**config.mk**
```make
export PLATFORM = sky130hd
export DESIGN_NAME = mem_access_ctrl
export DESIGN_NICKNAME = d
export VERILOG_FILES = /design/src/rtl/mem_access_ctrl.sv
export SDC_FILE = /design/constraint.sdc
export NUM_CORES = 1
export LEC_CHECK = 0
export ABC_CLOCK_PERIOD_IN_PS = 3800
export CORE_MARGIN = 2
export CORE_UTILIZATION = 36
export CTS_BUF_LIST = sky130_fd_sc_hd__clkbuf_8
export CTS_CLUSTER_DIAMETER = 50
export DETAILED_ROUTE_END_ITERATION = 8
export PLACE_DENSITY = 0.7
export SETUP_SLACK_MARGIN = 0.02
export SYNTH_ARGS = -nofsm -noshare
export SYNTH_HDL_FRONTEND = slang
export SYNTH_SLANG_ARGS = --single-unit
```
**constraint.sdc**
```tcl
create_clock -name clk -period 3.8 [get_ports clk]
set_clock_uncertainty 0.15 [all_clocks]
set_input_delay 0.76 -clock clk [delete_from_list [all_inputs] [get_ports clk]]
set_output_delay 0.76 -clock clk [all_outputs]
set_load 0.02 [all_outputs]
```
**src/rtl/mem_access_ctrl.sv**
```systemverilog
// Memory access controller: arbitrates the fetch and load/store ports onto one
// mem_bus request, with alignment checking, load extension and a bus timeout.
//
// state     | meaning
// S_IDLE    | waiting for a request; misaligned data accesses are answered here
// S_BUS     | bus_start_request high, waiting for bus_request_done or timeout
// S_RELEASE | result delivered, waiting for bus_request_done to drop
module mem_access_ctrl #(
    parameter int ADDR_W  = 18,
    parameter int TIMEOUT = 4095
) (
    input  logic              clk,
    input  logic              rst_n,
    input  logic              if_req,
    input  logic [ADDR_W-1:0] if_addr,
    output logic              if_valid,
    output logic [31:0]       if_instr,
    input  logic              ls_req,
    input  logic              ls_is_write,
    input  logic [2:0]        ls_funct3,
    input  logic [ADDR_W-1:0] ls_addr,
    input  logic [31:0]       ls_wdata,
    output logic              ls_valid,
    output logic [31:0]       ls_rdata,
    output logic              ls_error,
    output logic              bus_start_request,
    output logic              bus_is_write,
    output logic [2:0]        bus_num_bytes,
    output logic [ADDR_W-1:0] bus_address,
    output logic [31:0]       bus_write_value,
    input  logic [31:0]       bus_fetched_value,
    input  logic              bus_request_done
);

    localparam int CNT_W = (TIMEOUT < 2) ? 1 : $clog2(TIMEOUT + 1);
    localparam logic [CNT_W-1:0] CNT_LAST = CNT_W'(TIMEOUT - 1);

    typedef enum logic [1:0] {
        S_IDLE    = 2'd0,
        S_BUS     = 2'd1,
        S_RELEASE = 2'd2
    } state_t;

    state_t             state_q, state_d;
    logic [CNT_W-1:0]   cnt_q, cnt_d;
    logic               is_fetch_q, is_fetch_d;
    logic [2:0]         funct3_q, funct3_d;
    logic               bus_is_write_q, bus_is_write_d;
    logic [2:0]         bus_num_bytes_q, bus_num_bytes_d;
    logic [ADDR_W-1:0]  bus_address_q, bus_address_d;
    logic [31:0]        bus_write_value_q, bus_write_value_d;
    logic               if_valid_q, if_valid_d;
    logic [31:0]        if_instr_q, if_instr_d;
    logic               ls_valid_q, ls_valid_d;
    logic               ls_error_q, ls_error_d;
    logic [31:0]        ls_rdata_q, ls_rdata_d;

    logic [2:0]         ls_nbytes;
    logic               ls_misaligned;
    logic [31:0]        ls_wdata_masked;
    logic [31:0]        load_ext;

    // Width decode; the reserved funct3 codes fall through to a word access.
    always_comb begin
        ls_nbytes       = 3'd4;
        ls_wdata_masked = ls_wdata;
        case (ls_funct3)
            3'b000, 3'b100: begin
                ls_nbytes       = 3'd1;
                ls_wdata_masked = {24'h0, ls_wdata[7:0]};
            end
            3'b001, 3'b101: begin
                ls_nbytes       = 3'd2;
                ls_wdata_masked = {16'h0, ls_wdata[15:0]};
            end
            default: begin
                ls_nbytes       = 3'd4;
                ls_wdata_masked = ls_wdata;
            end
        endcase
        ls_misaligned = !ls_addr[ADDR_W-1] &&
                        (((ls_nbytes == 3'd2) && ls_addr[0]) ||
                         ((ls_nbytes == 3'd4) && (ls_addr[1:0] != 2'b00)));
    end

    always_comb begin
        load_ext = bus_fetched_value;
        case (funct3_q)
            3'b000:  load_ext = {{24{bus_fetched_value[7]}}, bus_fetched_value[7:0]};
            3'b001:  load_ext = {{16{bus_fetched_value[15]}}, bus_fetched_value[15:0]};
            3'b100:  load_ext = {24'h0, bus_fetched_value[7:0]};
            3'b101:  load_ext = {16'h0, bus_fetched_value[15:0]};
            default: load_ext = bus_fetched_value;
        endcase
    end

    always_comb begin
        state_d           = state_q;
        cnt_d             = cnt_q;
        is_fetch_d        = is_fetch_q;
        funct3_d          = funct3_q;
        bus_is_write_d    = bus_is_write_q;
        bus_num_bytes_d   = bus_num_bytes_q;
        bus_address_d     = bus_address_q;
        bus_write_value_d = bus_write_value_q;
        if_valid_d        = 1'b0;
        if_instr_d        = if_instr_q;
        ls_valid_d        = 1'b0;
        ls_error_d        = 1'b0;
        ls_rdata_d        = ls_rdata_q;

        case (state_q)
            S_IDLE: begin
                // A request still high during its own valid pulse is already served.
                if (ls_req && !ls_valid_q) begin
                    is_fetch_d = 1'b0;
                    funct3_d   = ls_funct3;
                    if (ls_misaligned) begin
                        ls_valid_d = 1'b1;
                        ls_error_d = 1'b1;
                        ls_rdata_d = 32'h0;
                    end else begin
                        state_d           = S_BUS;
                        cnt_d             = '0;
                        bus_is_write_d    = ls_is_write;
                        bus_num_bytes_d   = ls_nbytes;
                        bus_address_d     = ls_addr;
                        bus_write_value_d = ls_wdata_masked;
                    end
                end else if (if_req) begin
                    state_d           = S_BUS;
                    cnt_d             = '0;
                    is_fetch_d        = 1'b1;
                    bus_is_write_d    = 1'b0;
                    bus_num_bytes_d   = 3'd4;
                    bus_address_d     = if_addr;
                    bus_write_value_d = 32'h0;
                end
            end
            S_BUS: begin
                if (bus_request_done) begin
                    state_d = S_RELEASE;
                    if (is_fetch_q) begin
                        if_valid_d = 1'b1;
                        if_instr_d = bus_fetched_value;
                    end else begin
                        ls_valid_d = 1'b1;
                        ls_rdata_d = bus_is_write_q ? 32'h0 : load_ext;
                    end
                end else if (cnt_q == CNT_LAST) begin
                    state_d = S_RELEASE;
                    if (is_fetch_q) begin
                        if_valid_d = 1'b1;
                        if_instr_d = 32'h0;
                    end else begin
                        ls_valid_d = 1'b1;
                        ls_error_d = 1'b1;
                        ls_rdata_d = 32'h0;
                    end
                end else begin
                    cnt_d = cnt_q + CNT_W'(1);
                end
            end
            S_RELEASE: begin
                if (!bus_request_done) state_d = S_IDLE;
            end
            default: state_d = S_IDLE;
        endcase
    end

    always_ff @(posedge clk) begin
        if (!rst_n) begin
            state_q           <= S_IDLE;
            cnt_q             <= '0;
            is_fetch_q        <= 1'b0;
            funct3_q          <= 3'b000;
            bus_is_write_q    <= 1'b0;
            bus_num_bytes_q   <= 3'd0;
            bus_address_q     <= '0;
            bus_write_value_q <= 32'h0;
            if_valid_q        <= 1'b0;
            if_instr_q        <= 32'h0;
            ls_valid_q        <= 1'b0;
            ls_error_q        <= 1'b0;
            ls_rdata_q        <= 32'h0;
        end else begin
            state_q           <= state_d;
            cnt_q             <= cnt_d;
            is_fetch_q        <= is_fetch_d;
            funct3_q          <= funct3_d;
            bus_is_write_q    <= bus_is_write_d;
            bus_num_bytes_q   <= bus_num_bytes_d;
            bus_address_q     <= bus_address_d;
            bus_write_value_q <= bus_write_value_d;
            if_valid_q        <= if_valid_d;
            if_instr_q        <= if_instr_d;
            ls_valid_q        <= ls_valid_d;
            ls_error_q        <= ls_error_d;
            ls_rdata_q        <= ls_rdata_d;
        end
    end

    assign bus_start_request = (state_q == S_BUS);
    assign bus_is_write      = bus_is_write_q;
    assign bus_num_bytes     = bus_num_bytes_q;
    assign bus_address       = bus_address_q;
    assign bus_write_value   = bus_write_value_q;
    assign if_valid          = if_valid_q;
    assign if_instr          = if_instr_q;
    assign ls_valid          = ls_valid_q;
    assign ls_error          = ls_error_q;
    assign ls_rdata          = ls_rdata_q;

endmodule

```
==> summary by stage, run 1 <==
Clock tree
The clock tree synthesis step divided the H-tree into 4 levels. Buffers added to address setup during post-CTS repair amount to 0. Clock latency on the worst-skew pair, taken at its later pin, is 0.45 ns. Buffers inserted to repair hold after CTS numbered 0. In this run the clock root is driven by a sky130_fd_sc_hd__clkbuf_8. The clock tree from TritonCTS is done. Counting every sink on the clock net gives 139. The worst-case clock buffer depth is 2. Clock-pin slew was measured on the worst setup and hold paths at 0.08 ns. The total of cells resized after clock tree synthesis is 0. In this run, CTS created clock tree buffers numbering 17.

Die
The die covers 0.0160 sq mm. The floorplan core area is 0.0146 sq mm. During I/O placement, the number of pins put on the boundary was 231. The floorplan has 44 rows.

The width of the chip is 126 um. Measured along the y axis, the die boundary spans 126 um. Once the floorplan was initialized, standard cells occupied 37.0% of the core.

Power and ir drop
Total power for the finished layout comes to 3.52 mW. The static leakage power is 2.95 nW. The share of power burned in combinational logic is 18.7%. In this run switching power makes up 27.3% of total power.

The cell-internal power is 2.56 mW. Per report_power, the clock group accounts for 36.4% of the total. The total power per unit cell area is 428 mW/mm^2. Sequential cells account for 44.9% of the total power. The maximum VDD drop is 0.000225 V.

The reported net switching power is 0.964 mW.

Logic synthesis
Synthesis produced a netlist with a net count of 692. The number of synthesized flops with an enable pin is 0. Each instance of the synthesized netlist takes up on average 9.29 sq um. The flop and latch count out of synthesis is 139. The post-synthesis cell area is 0.00540 sq mm.

The number of instances in the synthesized netlist is 581. Of all flip-flops after synthesis, the portion carrying an async set or reset was 0%. The count of yosys warnings during synthesis is 0.

The number of different library cells used by synthesis comes to 46. The share of the Yosys chip area taken by registers is 51.6%. In the synthesized netlist the dominant register cell turns out to be sky130_fd_sc_hd__dfxtp_1.

Layout
The final cell area excluding filler cells is 0.00823 sq mm. Leaving out filler cells and counting taps, the final layout contains 990. The net total in the final layout is 905.

The number of antenna repair diodes is 0. Cells fill 56.4% of the core in the end. The layout overhead on the synthesized area is 52.6%. The library cells used most frequently in the layout, excluding fill and tap cells, are sky130_fd_sc_hd__clkdlybuf4s50_1, sky130_fd_sc_hd__dfxtp_1, sky130_fd_sc_hd__nand2_1, sky130_fd_sc_hd__a22o_1, sky130_fd_sc_hd__nand3_1. The share of final-layout standard cells stronger than drive strength 1 is 6.33%. The library cell used most frequently in the layout, excluding fill and tap cells, is sky130_fd_sc_hd__clkdlybuf4s50_1.

Critical path
The critical path goes through nand2b_1 -> inv_1 -> clkdlybuf4s50_1. Along the worst path, the maximum fanout reaches 12. The slowest stage cell on the critical path is sky130_fd_sc_hd__clkdlybuf4s50_1. Data on the critical path arrives at its endpoint at 2.03 ns. In this design, the stage delay of the slowest critical-path cell is 0.70 ns.

The data required time of the worst path is 2.89 ns. The worst register-to-register path has a depth of 7. The category of the most critical setup path is reg -> out. The element type at the critical path end is an output port. STA classifies the critical path startpoint as a flop.

Routing
Summing over every cut layer, the via total after detailed routing is 5214. The final wirelength is 16300 um. Using the TritonRoute via totals, the vias-per-cell ratio works out to 5.27. The number of routed nets with antenna violations is 0. Dividing the detail-routed wire length by the instance count gives 16.5 um. The number of DRC violations after detailed-routing iteration 0 is 287. The number of iterations in the first detailed-routing pass is 4. The number of remaining DRC errors is 0.

Global routing
The initial antenna violation count is 0. The largest net degree at the start of global routing is 48. In the global route stage, overall resource usage came out at 20.1%.

Global routing finished with a remaining overflow of 0. The via count of the first global-routing pass is 5037. The wire length of the first global-routing pass is 25700 um.

Place
The post-placement worst setup slack is 0.416 ns. The number of I/O port buffers is 230. The total placed cells including tap cells is 959.

The placer congestion estimate is 0.804. The placed cell area is 0.00781 sq mm. The half-perimeter wire length after placement is 11900 um.

Timing
The relative slew slack is 12.9%. The number of max-slew violations in the final report is 0. Setup violations remaining at the end of the flow were counted as 0.

The clock period could shrink to 2.94 ns. The number of hold-slack violations in the final timing report came to 0. Of the available clock period, the critical path in the final layout requires 77.4%. Setup slack on the critical path of the routed design comes to 0.859 ns. The transition time at the pin with the least slew margin is 1.30 ns. The total negative setup slack is 0 ns.

The achievable frequency is 340 MHz. Setup repair after global routing left no endpoint under its margin. The tightest hold margin is 0.309 ns.

Hold path
The worst hold path belongs to the class reg -> reg. The number of instances on the worst hold path is 2.

Job
The tool flagged a number of max-cap violations equal to 0.

Outcome
The run finished with clean final reports.
==> flip-flops by register name, indices dropped and copies added (netlist names), 2 cells and up <==
name / count
if_instr: 32
bus_num_bytes: 3
funct3_q: 3
bus_write_value: 32
state_q: 2
cnt_q: 12
bus_address: 18
ls_rdata: 32
==> cell families after synthesis <==
group | count (synthesis) | synth area share, %
fa+ha+maj | 2 | 0.464
compound gates | 172 | 23.6
mux | 1 | 0.185
buf+inv | 55 | 4.54
simple gates | 212 | 19.6
flops | 139 | 51.6
==> worst max-delay path, delay by kind of cell, from the launching register on <==
kind	cells	cell delay [ns]
flops	1	0.44
simple gates	1	0.12
buf+inv	2	1.01
==> per-layer routing <==
metal  vias to the layer above  part of all wire [%]  global-route usage (%)
met5                         -                     0                       0
met4                         0                   1.7                    7.50
met3                        22                   9.1                    7.55
met2                       223                    46                    32.6
met1                      2421                    43                    24.4
li1                       2548                     -                       -
==> final cells by class <==
type | instances | area [sq um]
Clock inverter | 12 | 158
Sequential cell | 139 | 2780
Timing Repair Buffer | 242 | 2390
Multi-Input combinational cell | 387 | 2380
Tap cell | 184 | 230
Fill cell | 1280 | 6360
Clock buffer | 19 | 262
Inverter | 7 | 26.3
==> synthesized netlist by cell type, types with 3 or more instances <==
cell type	instances	area (sq um)
sky130_fd_sc_hd__a211oi_1	9	67.6
sky130_fd_sc_hd__a21oi_1	36	180
sky130_fd_sc_hd__a22o_1	47	412
sky130_fd_sc_hd__a311oi_1	18	158
sky130_fd_sc_hd__a31o_1	8	70.1
sky130_fd_sc_hd__and2_1	3	18.8
sky130_fd_sc_hd__buf_1	8	30.0
sky130_fd_sc_hd__buf_2	7	35.0
sky130_fd_sc_hd__buf_6	3	33.8
sky130_fd_sc_hd__clkbuf_1	28	105
sky130_fd_sc_hd__dfxtp_1	139	2780
sky130_fd_sc_hd__inv_1	6	22.5
sky130_fd_sc_hd__nand2_1	70	263
sky130_fd_sc_hd__nand2b_1	4	25.0
sky130_fd_sc_hd__nand3_1	44	220
sky130_fd_sc_hd__nand4_1	10	62.6
sky130_fd_sc_hd__nor2_1	35	131
sky130_fd_sc_hd__nor2b_1	18	113
sky130_fd_sc_hd__nor3_1	7	35.0
sky130_fd_sc_hd__o21ai_0	20	100
sky130_fd_sc_hd__o21ai_1	3	15.0
sky130_fd_sc_hd__o31ai_1	20	150
sky130_fd_sc_hd__or3_1	5	31.3
sky130_fd_sc_hd__or4_1	6	45.0
==> final timing paths <==
| path | from | end | slack, ns |
|---|---|---|---|
| max reg2reg | state_q[0] | ls_rdata[19] | 1.03 |
| min reg2reg | if_instr[5] | if_instr[5] | 0.31 |
| max | state_q[0] | bus_start_request | 0.86 |
| min | if_instr[5] | if_instr[5] | 0.31 |
==> power groups by stage <==
stage / clock network (mW) / registers (mW) / logic (mW)
6_report: 1.28 / 1.58 / 0.658
5_1_grt: 1.37 / 1.59 / 0.712
4_1_cts: 1.31 / 1.58 / 0.661
3_5_place_dp: 0 / 1.62 / 0.658
3_3_place_gp: 0 / 1.61 / 0.648
2_1_floorplan: 0 / 1.68 / 0.279
Power figures use the tool's default switching activity.
==> run 2, diff against run 1 <==
--- a/config.mk
+++ b/config.mk
@@ -5,13 +5,13 @@
 export SDC_FILE = /design/constraint.sdc
 export NUM_CORES = 1
 export LEC_CHECK = 0
-export ABC_CLOCK_PERIOD_IN_PS = 3800
+export ABC_CLOCK_PERIOD_IN_PS = 2400
 export CORE_MARGIN = 2
 export CORE_UTILIZATION = 36
 export CTS_BUF_LIST = sky130_fd_sc_hd__clkbuf_8
 export CTS_CLUSTER_DIAMETER = 50
 export DETAILED_ROUTE_END_ITERATION = 8
-export PLACE_DENSITY = 0.7
+export PLACE_DENSITY = 0.73
 export SETUP_SLACK_MARGIN = 0.02
 export SYNTH_ARGS = -nofsm -noshare
 export SYNTH_HDL_FRONTEND = slang
==> constraint.sdc (replaced) <==
create_clock -name clk -period 2.4 [get_ports clk]
set_clock_uncertainty 0.15 [all_clocks]
set_input_delay 0.48 -clock clk [delete_from_list [all_inputs] [get_ports clk]]
set_output_delay 0.48 -clock clk [all_outputs]
set_load 0.02 [all_outputs]
==> run 2 against run 1 <==
  * Clock power is 41% higher
  * Register-to-register slack worse by 0.88 ns
  * Final cell count rose by 3.3%
  * Critical endpoint is now ls_rdata[8]
  * Critical path depth increased by 4
  * Cell area rose by 3.7%
  * Hold slack worse by 0.0043 ns
  * Non-clock buffer count up 35
  * Core utilization rose by 2.1 points
  * Sequential power increased by 58%
==> summary by stage, run 2 (synthesis gave the netlist of run 1 again) <==
Outcome
The flow ran to the end, and the final reports show no timing, DRC or antenna violations.

Timing
The number of max-slew violations in the final report came to 0. The tightest hold margin is 0.305 ns. The worst pin sits at a relative slew slack of 71.2%.

For the finished layout, the period the worst path requires is 2.28 ns. For the pin with the worst max-slew slack, the measured transition is 0.429 ns. Setup violations remaining at the end of the flow were counted as 0. The number of hold-slack violations in the final timing report is 0. Of the available clock period, the critical path in the final layout requires 95.0%. The achievable frequency is 439 MHz. Setup repair after global routing left no endpoint under its margin.

Place
Buffers placed on the I/O ports in this run total 230. The half-perimeter wire length after placement is 12600 um. Routability-driven placement finished with a final weighted congestion of 0.847. The placed instances occupy a cell area of 0.00817 sq mm.

Global routing
The overall global routing resource usage is 21.1%. The initial antenna violation count came to 0. The total grt overflow is 0. The via count of the first global-routing pass was 5317. Entering global routing, the biggest net connects 38 pins.

The wire length of the first global-routing pass is 27200 um.

Power and ir drop
The total power per unit cell area is 644 mW/mm^2. IR analysis of the VDD net gives a maximum drop of 0.000339 V. In this run the static leakage power is 3.11 nW.

Clock tree
The clock passes through at most 2 buffers. The clock reaches the later pin of the worst-skew pair after 0.44 ns. The number of clock buffers added by TritonCTS is 17. The cell sitting at the root of the clock tree is a sky130_fd_sc_hd__clkbuf_8. The total setup buffers inserted after CTS is 0.

After clock tree synthesis, the clock-pin slew on the worst setup and hold paths is 0.07 ns. For this design, the sink count on the clock tree is 139. The clock tree from TritonCTS is done. The H-tree depth is 4.

Layout
The final cell area excluding filler cells is 0.00854 sq mm. The share of final-layout standard cells stronger than drive strength 1 is 10.3%. The number of antenna repair diodes is 0. The most common library cell in the layout ignoring fill and taps is sky130_fd_sc_hd__clkdlybuf4s50_1.

The net total in the final layout is 940. The layout overhead on the synthesized area is 58.2%. In the layout the commonest cells are sky130_fd_sc_hd__clkdlybuf4s50_1, sky130_fd_sc_hd__dfxtp_1, sky130_fd_sc_hd__nand2_1, sky130_fd_sc_hd__a22o_1, sky130_fd_sc_hd__nand3_1.

Routing
The top routing layer in use is met4. In the final routing, the length of wire on met1 measures 6960 um. The count of nets left with antenna violations once routing finished came out at 0. Dividing the detail-routed wire length by the instance count gives 16.4 um. After detailed routing, the number of remaining DRC violations is 0.

Detailed routing placed a total of 8060 um of wire on met2. The detailed route wirelength on metal3 is 1540 um. The final wirelength is 16800 um. After detailed routing, the number of vias per cell comes to 5.29. The number of iterations in the first detailed-routing pass is 5.

The total number of vias is 5407. In this run, the number of DRC markers left after iteration 0 of detailed routing was 261.

Critical path
The worst reg-to-reg path cell count is 7. STA classifies the critical path endpoint as a flop. The data required time of the worst path is 2.63 ns. STA puts the critical path data arrival time at 2.51 ns. The category of the most critical setup path is in -> reg. The critical path launch point type is an input pin. Along the worst path, the maximum fanout reaches 30.

Hold path
Counting instances, the worst hold path has a depth of 2. The path class of the tightest hold or removal check is reg -> reg.

Die
The floorplan core area is 0.0146 sq mm. The die footprint is 0.0160 sq mm. The floorplan has 44 rows. The effective utilization at floorplan is 37.0%.

The number of top-level pins is 231. The width of the chip is 126 um. From bottom edge to top edge, the die measures 126 um.

Job
The count of max-cap constraint violations is 0.
[run 2: final timing paths]
check,from,to,slack (ns)
worst max register to register,cnt_q[3],ls_rdata[8],0.15
worst max-delay path,ls_req,ls_rdata[8],0.12
worst min-delay path,bus_write_value[4],bus_write_value[4],0.30
worst min register to register,bus_write_value[4],bus_write_value[4],0.30
[run 2: metal layers]
layer	vias up	track usage, %
met4	0	6.33
met5	-	0
met3	17	7.38
met2	228	35.7
li1	2621	-
met1	2541	25.1
[run 2: through the flow]
step | setup TNS, ns | cells | power (mW) | util (%) | setup slack (ns)
after detailed placement | -11.75 | 994 | 3.75 | 56.0 | -0.324
after floorplan | 0 | 581 | 3.10 | - | 0.244
after CTS | 0 | 1023 | 5.56 | 58.5 | 0.154
final | 0 | 1023 | 5.50 | 58.5 | 0.121
after global placement | -9.20 | 994 | 3.73 | 56.0 | -0.258
after global routing | 0 | 1023 | 5.75 | 58.5 | 0.0272
[run 2: worst max-delay path: stages]
cell and delay, ns:
sky130_fd_sc_hd__clkdlybuf4s50_1 0.48, sky130_fd_sc_hd__or4b_1 0.51, sky130_fd_sc_hd__a211oi_4 0.32, sky130_fd_sc_hd__o22ai_4 0.17
sky130_fd_sc_hd__buf_12 0.19, sky130_fd_sc_hd__a211oi_1 0.23, sky130_fd_sc_hd__a31o_1 0.13
[run 2: final cells by class]
type                            instances  area [sq um]
Fill cell                            1235          6050
Multi-Input combinational cell        387          2390
Timing Repair Buffer                  277          2740
Clock buffer                           19           262
Inverter                                7          26.3
Sequential cell                       139          2780
Tap cell                              184           230
Clock inverter                         10           105
[run 2: what timing repair did]
action	in CTS	in global routing
hold buffers	0	0
gates resized for setup	1	0
endpoints found under the setup margin	1	0
[run 2: where the power goes]
group | total, mW | switching (mW) | internal, mW
Sequential | 2.49 | 0.0687 | 2.42
Clock | 1.80 | 0.852 | 0.946
Combinational | 1.21 | 0.623 | 0.588
Total | 5.50 | 1.54 | 3.95
==> run 3, diff against run 2 <==
--- a/config.mk
+++ b/config.mk
@@ -6,7 +6,6 @@
 export NUM_CORES = 1
 export LEC_CHECK = 0
 export ABC_CLOCK_PERIOD_IN_PS = 2400
-export CORE_MARGIN = 2
 export CORE_UTILIZATION = 36
 export CTS_BUF_LIST = sky130_fd_sc_hd__clkbuf_8
 export CTS_CLUSTER_DIAMETER = 50
==> run 3 against run 2 <==
  * Critical path depth stayed put
  * Hold slack better by 0.00081 ns
  * Largest cell class unchanged
  * Non-clock buffer count is 3 higher
  * Global-route usage is 0.57 points higher
  * Setup slack better by 0.0018 ns
  * Wire length is 0.95% higher
==> summary by stage, run 3 (synthesis gave the netlist of run 1 again) <==
Layout
Compared with the post-synthesis result, the final layout area differs by 60.3%. The post-route netlist has 11.3% of its cells at a drive strength greater than 1. The most common library cell in the layout ignoring fill and taps is sky130_fd_sc_hd__clkdlybuf4s50_1. Excluding fillers, the count of instances in the completed layout stands at 1030. In the layout the commonest cells are sky130_fd_sc_hd__clkdlybuf4s50_1, sky130_fd_sc_hd__dfxtp_1, sky130_fd_sc_hd__nand2_1, sky130_fd_sc_hd__a22o_1, sky130_fd_sc_hd__buf_4. The filler cell count in the final layout is 1235. The number of antenna diodes in the final layout is 0. The net count of the finished layout is 944.

Critical path
By instance count, the cell type seen most on the critical path is sky130_fd_sc_hd__buf_4. The slowest stage cell on the critical path is sky130_fd_sc_hd__or4b_1. For flop-to-flop paths, the worst setup slack is 0.21 ns.

The category of the most critical setup path is in -> reg. STA puts the critical path data required time at 2.59 ns. The worst setup path is captured at a flop. Along the worst path, the maximum fanout reaches 7.

The largest stage delay on the critical path is 0.51 ns. The data arrival time at the worst-slack endpoint is 2.47 ns. The number of buffer and inverter instances along the worst setup path is 3. The critical path launch point type is an input pin. In this design, the largest share of critical-path delay is due to buffers and inverters. Walking the worst path, the cells encountered are clkdlybuf4s50_1 -> or4b_1 -> a211oi_4 -> buf_4 -> o22ai_2 -> buf_4 -> a31o_1.

Global routing
Global routing used 21.6% of the available tracks. For met2 alone, demand over resource in global routing was 36.3%. Global routing used 7.65% of the available met3 tracks. After global routing the overflow that remains totals 0.

The largest net degree at the start of global routing is 37. In this run the most used layer during global routing was met2. The met1 capacity usage during global routing is 24.8%. The via count of the first global-routing pass is 5261. The wire length of the first global-routing pass is 26900 um. The initial antenna violation count is 0.

Job
The count of max-cap constraint violations is 0.

Clock tree
The clock-pin slew on the worst setup and hold paths is 0.08 ns. Clock tree synthesis selected as its root buffer the cell sky130_fd_sc_hd__clkbuf_8. In this run, post-CTS hold repair placed 0 buffers. Buffers inserted during clock tree synthesis total 17. The clock tree from TritonCTS is done. The worst-case clock buffer depth is 2.

The clock net in this run drives a total of 139 sinks. The H-tree depth is 4. The insertion delay to the later sink of the worst-skew pair is 0.44 ns.

Die
231 I/O pins were placed. The floorplan core area is 0.0146 sq mm. The die is 124 um wide.

The die footprint is 0.0155 sq mm. The effective utilization at floorplan is 37.0%. The cell row count is 44. In this run the vertical extent of the chip is 124 um.

Power and ir drop
The total power per unit cell area is 684 mW/mm^2. The maximum VDD drop is 0.000317 V. For this design the static power due to leakage is 3.16 nW.

Timing
The post-layout minimum cycle time is 2.28 ns. Timing would allow up to 439 MHz. For the pin with the worst max-slew slack, the measured transition is 0.441 ns. The post-route fraction of the period consumed by the critical path is 94.9%.

The number of hold-slack violations in the final timing report is 0. The number of max-slew violations in the final report is 0. Setup repair after global routing left no endpoint under its margin.

Setup violations remaining at the end of the flow were counted as 0. On the final layout, the worst hold slack is 0.306 ns. In this run the tightest slew margin relative to its limit is 70.5%. The total negative setup slack is 0 ns.

Routing
For this run, the detailed router's first-pass iteration total came to 4. The average wire per cell in the routed design is 16.5 um. The first routing iteration left 267 violations. The average vias per placed instance is 5.27.

The number of routed nets with antenna violations is 0. The final wirelength is 17000 um. For this block, the via count after detailed routing is 5427. After detailed routing, the number of remaining DRC violations is 0.

Place
The number of I/O port buffers is 230. The placer congestion estimate is 0.834. The total placed cells including tap cells is 993. The wire-length estimate of the detail-placed layout is 12600 um.

Outcome
The run finished with clean final reports.

Hold path
In this run the worst hold path is classified as reg -> reg.
-- run 3: cell types whose count changed in the layout (fill, tap and decap cells not counted) --
| cell | change |
|---|---|
| sky130_fd_sc_hd__o22ai_2 | +1 |
| sky130_fd_sc_hd__buf_12 | -2 |
| sky130_fd_sc_hd__clkinv_4 | -1 |
| sky130_fd_sc_hd__buf_4 | +5 |
| sky130_fd_sc_hd__inv_1 | -3 |
| sky130_fd_sc_hd__clkbuf_8 | +1 |
| sky130_fd_sc_hd__bufinv_16 | +3 |
| sky130_fd_sc_hd__clkinvlp_4 | +1 |
| sky130_fd_sc_hd__clkinv_2 | +2 |
-- run 3: metal layers --
metal	wire length, um	up-vias
met5	0	-
met4	329	0
li1	-	2627
met1	6920	2527
met2	8260	250
met3	1460	23
-- run 3: report_power, final --
group	internal (mW)	total, mW	leakage, nW	switching, mW
Sequential	2.42	2.49	1.13	0.0735
Clock	1.31	2.21	0.231	0.893
Combinational	0.595	1.22	1.80	0.625
Total	4.33	5.92	3.16	1.59
-- run 3: final cells by class --
| cell class | count | area (sq um) | share of cell area, % |
|---|---|---|---|
| flip-flops and latches | 139 | 2780 | 32.2 |
| repair buffers | 280 | 2740 | 31.7 |
| multi-input cells | 388 | 2400 | 27.8 |
| clock buffers | 20 | 275 | 3.18 |
| well taps | 184 | 230 | 2.66 |
| clock inverters | 12 | 193 | 2.23 |
| inverters | 7 | 26.3 | 0.304 |
-- run 3: what timing repair did --
| action | 4_1_cts | 5_1_grt |
|---|---|---|
| resized for setup | 1 | 0 |
| setup buffers | 0 | 4 |
| setup endpoints to repair | 1 | 5 |
| pin swaps | 0 | 2 |
| cloned | 0 | 1 |
-- run 3: worst paths after layout --
kind	start	end	depth (start not counted)
min reg2reg	bus_write_value[2]	bus_write_value[2]	2
max reg2reg	state_q[1]	ls_rdata[15]	6
max	ls_req	ls_rdata[15]	7
min	bus_write_value[2]	bus_write_value[2]	2
-- run 3: worst reg2reg max path, stage by stage (launching register included) --
cell                       delay, ns
sky130_fd_sc_hd__dfxtp_1        0.36
sky130_fd_sc_hd__or4b_1         0.60
sky130_fd_sc_hd__a211oi_4       0.29
sky130_fd_sc_hd__buf_4          0.19
sky130_fd_sc_hd__o22ai_2        0.12
sky130_fd_sc_hd__buf_4          0.19
sky130_fd_sc_hd__a31o_1         0.20
-- run 3: stage by stage --
stage,power [mW],instance area [sq um],worst slack (ns),utilization (%)
after floorplan,3.10,5400,0.244,-
after global placement,3.72,8140,-0.275,55.8
after detailed placement,3.74,8140,-0.412,55.8
after CTS,5.96,8610,0.0702,59.0
after global routing,6.19,8650,0.0839,59.3
final,5.92,8650,0.123,59.3
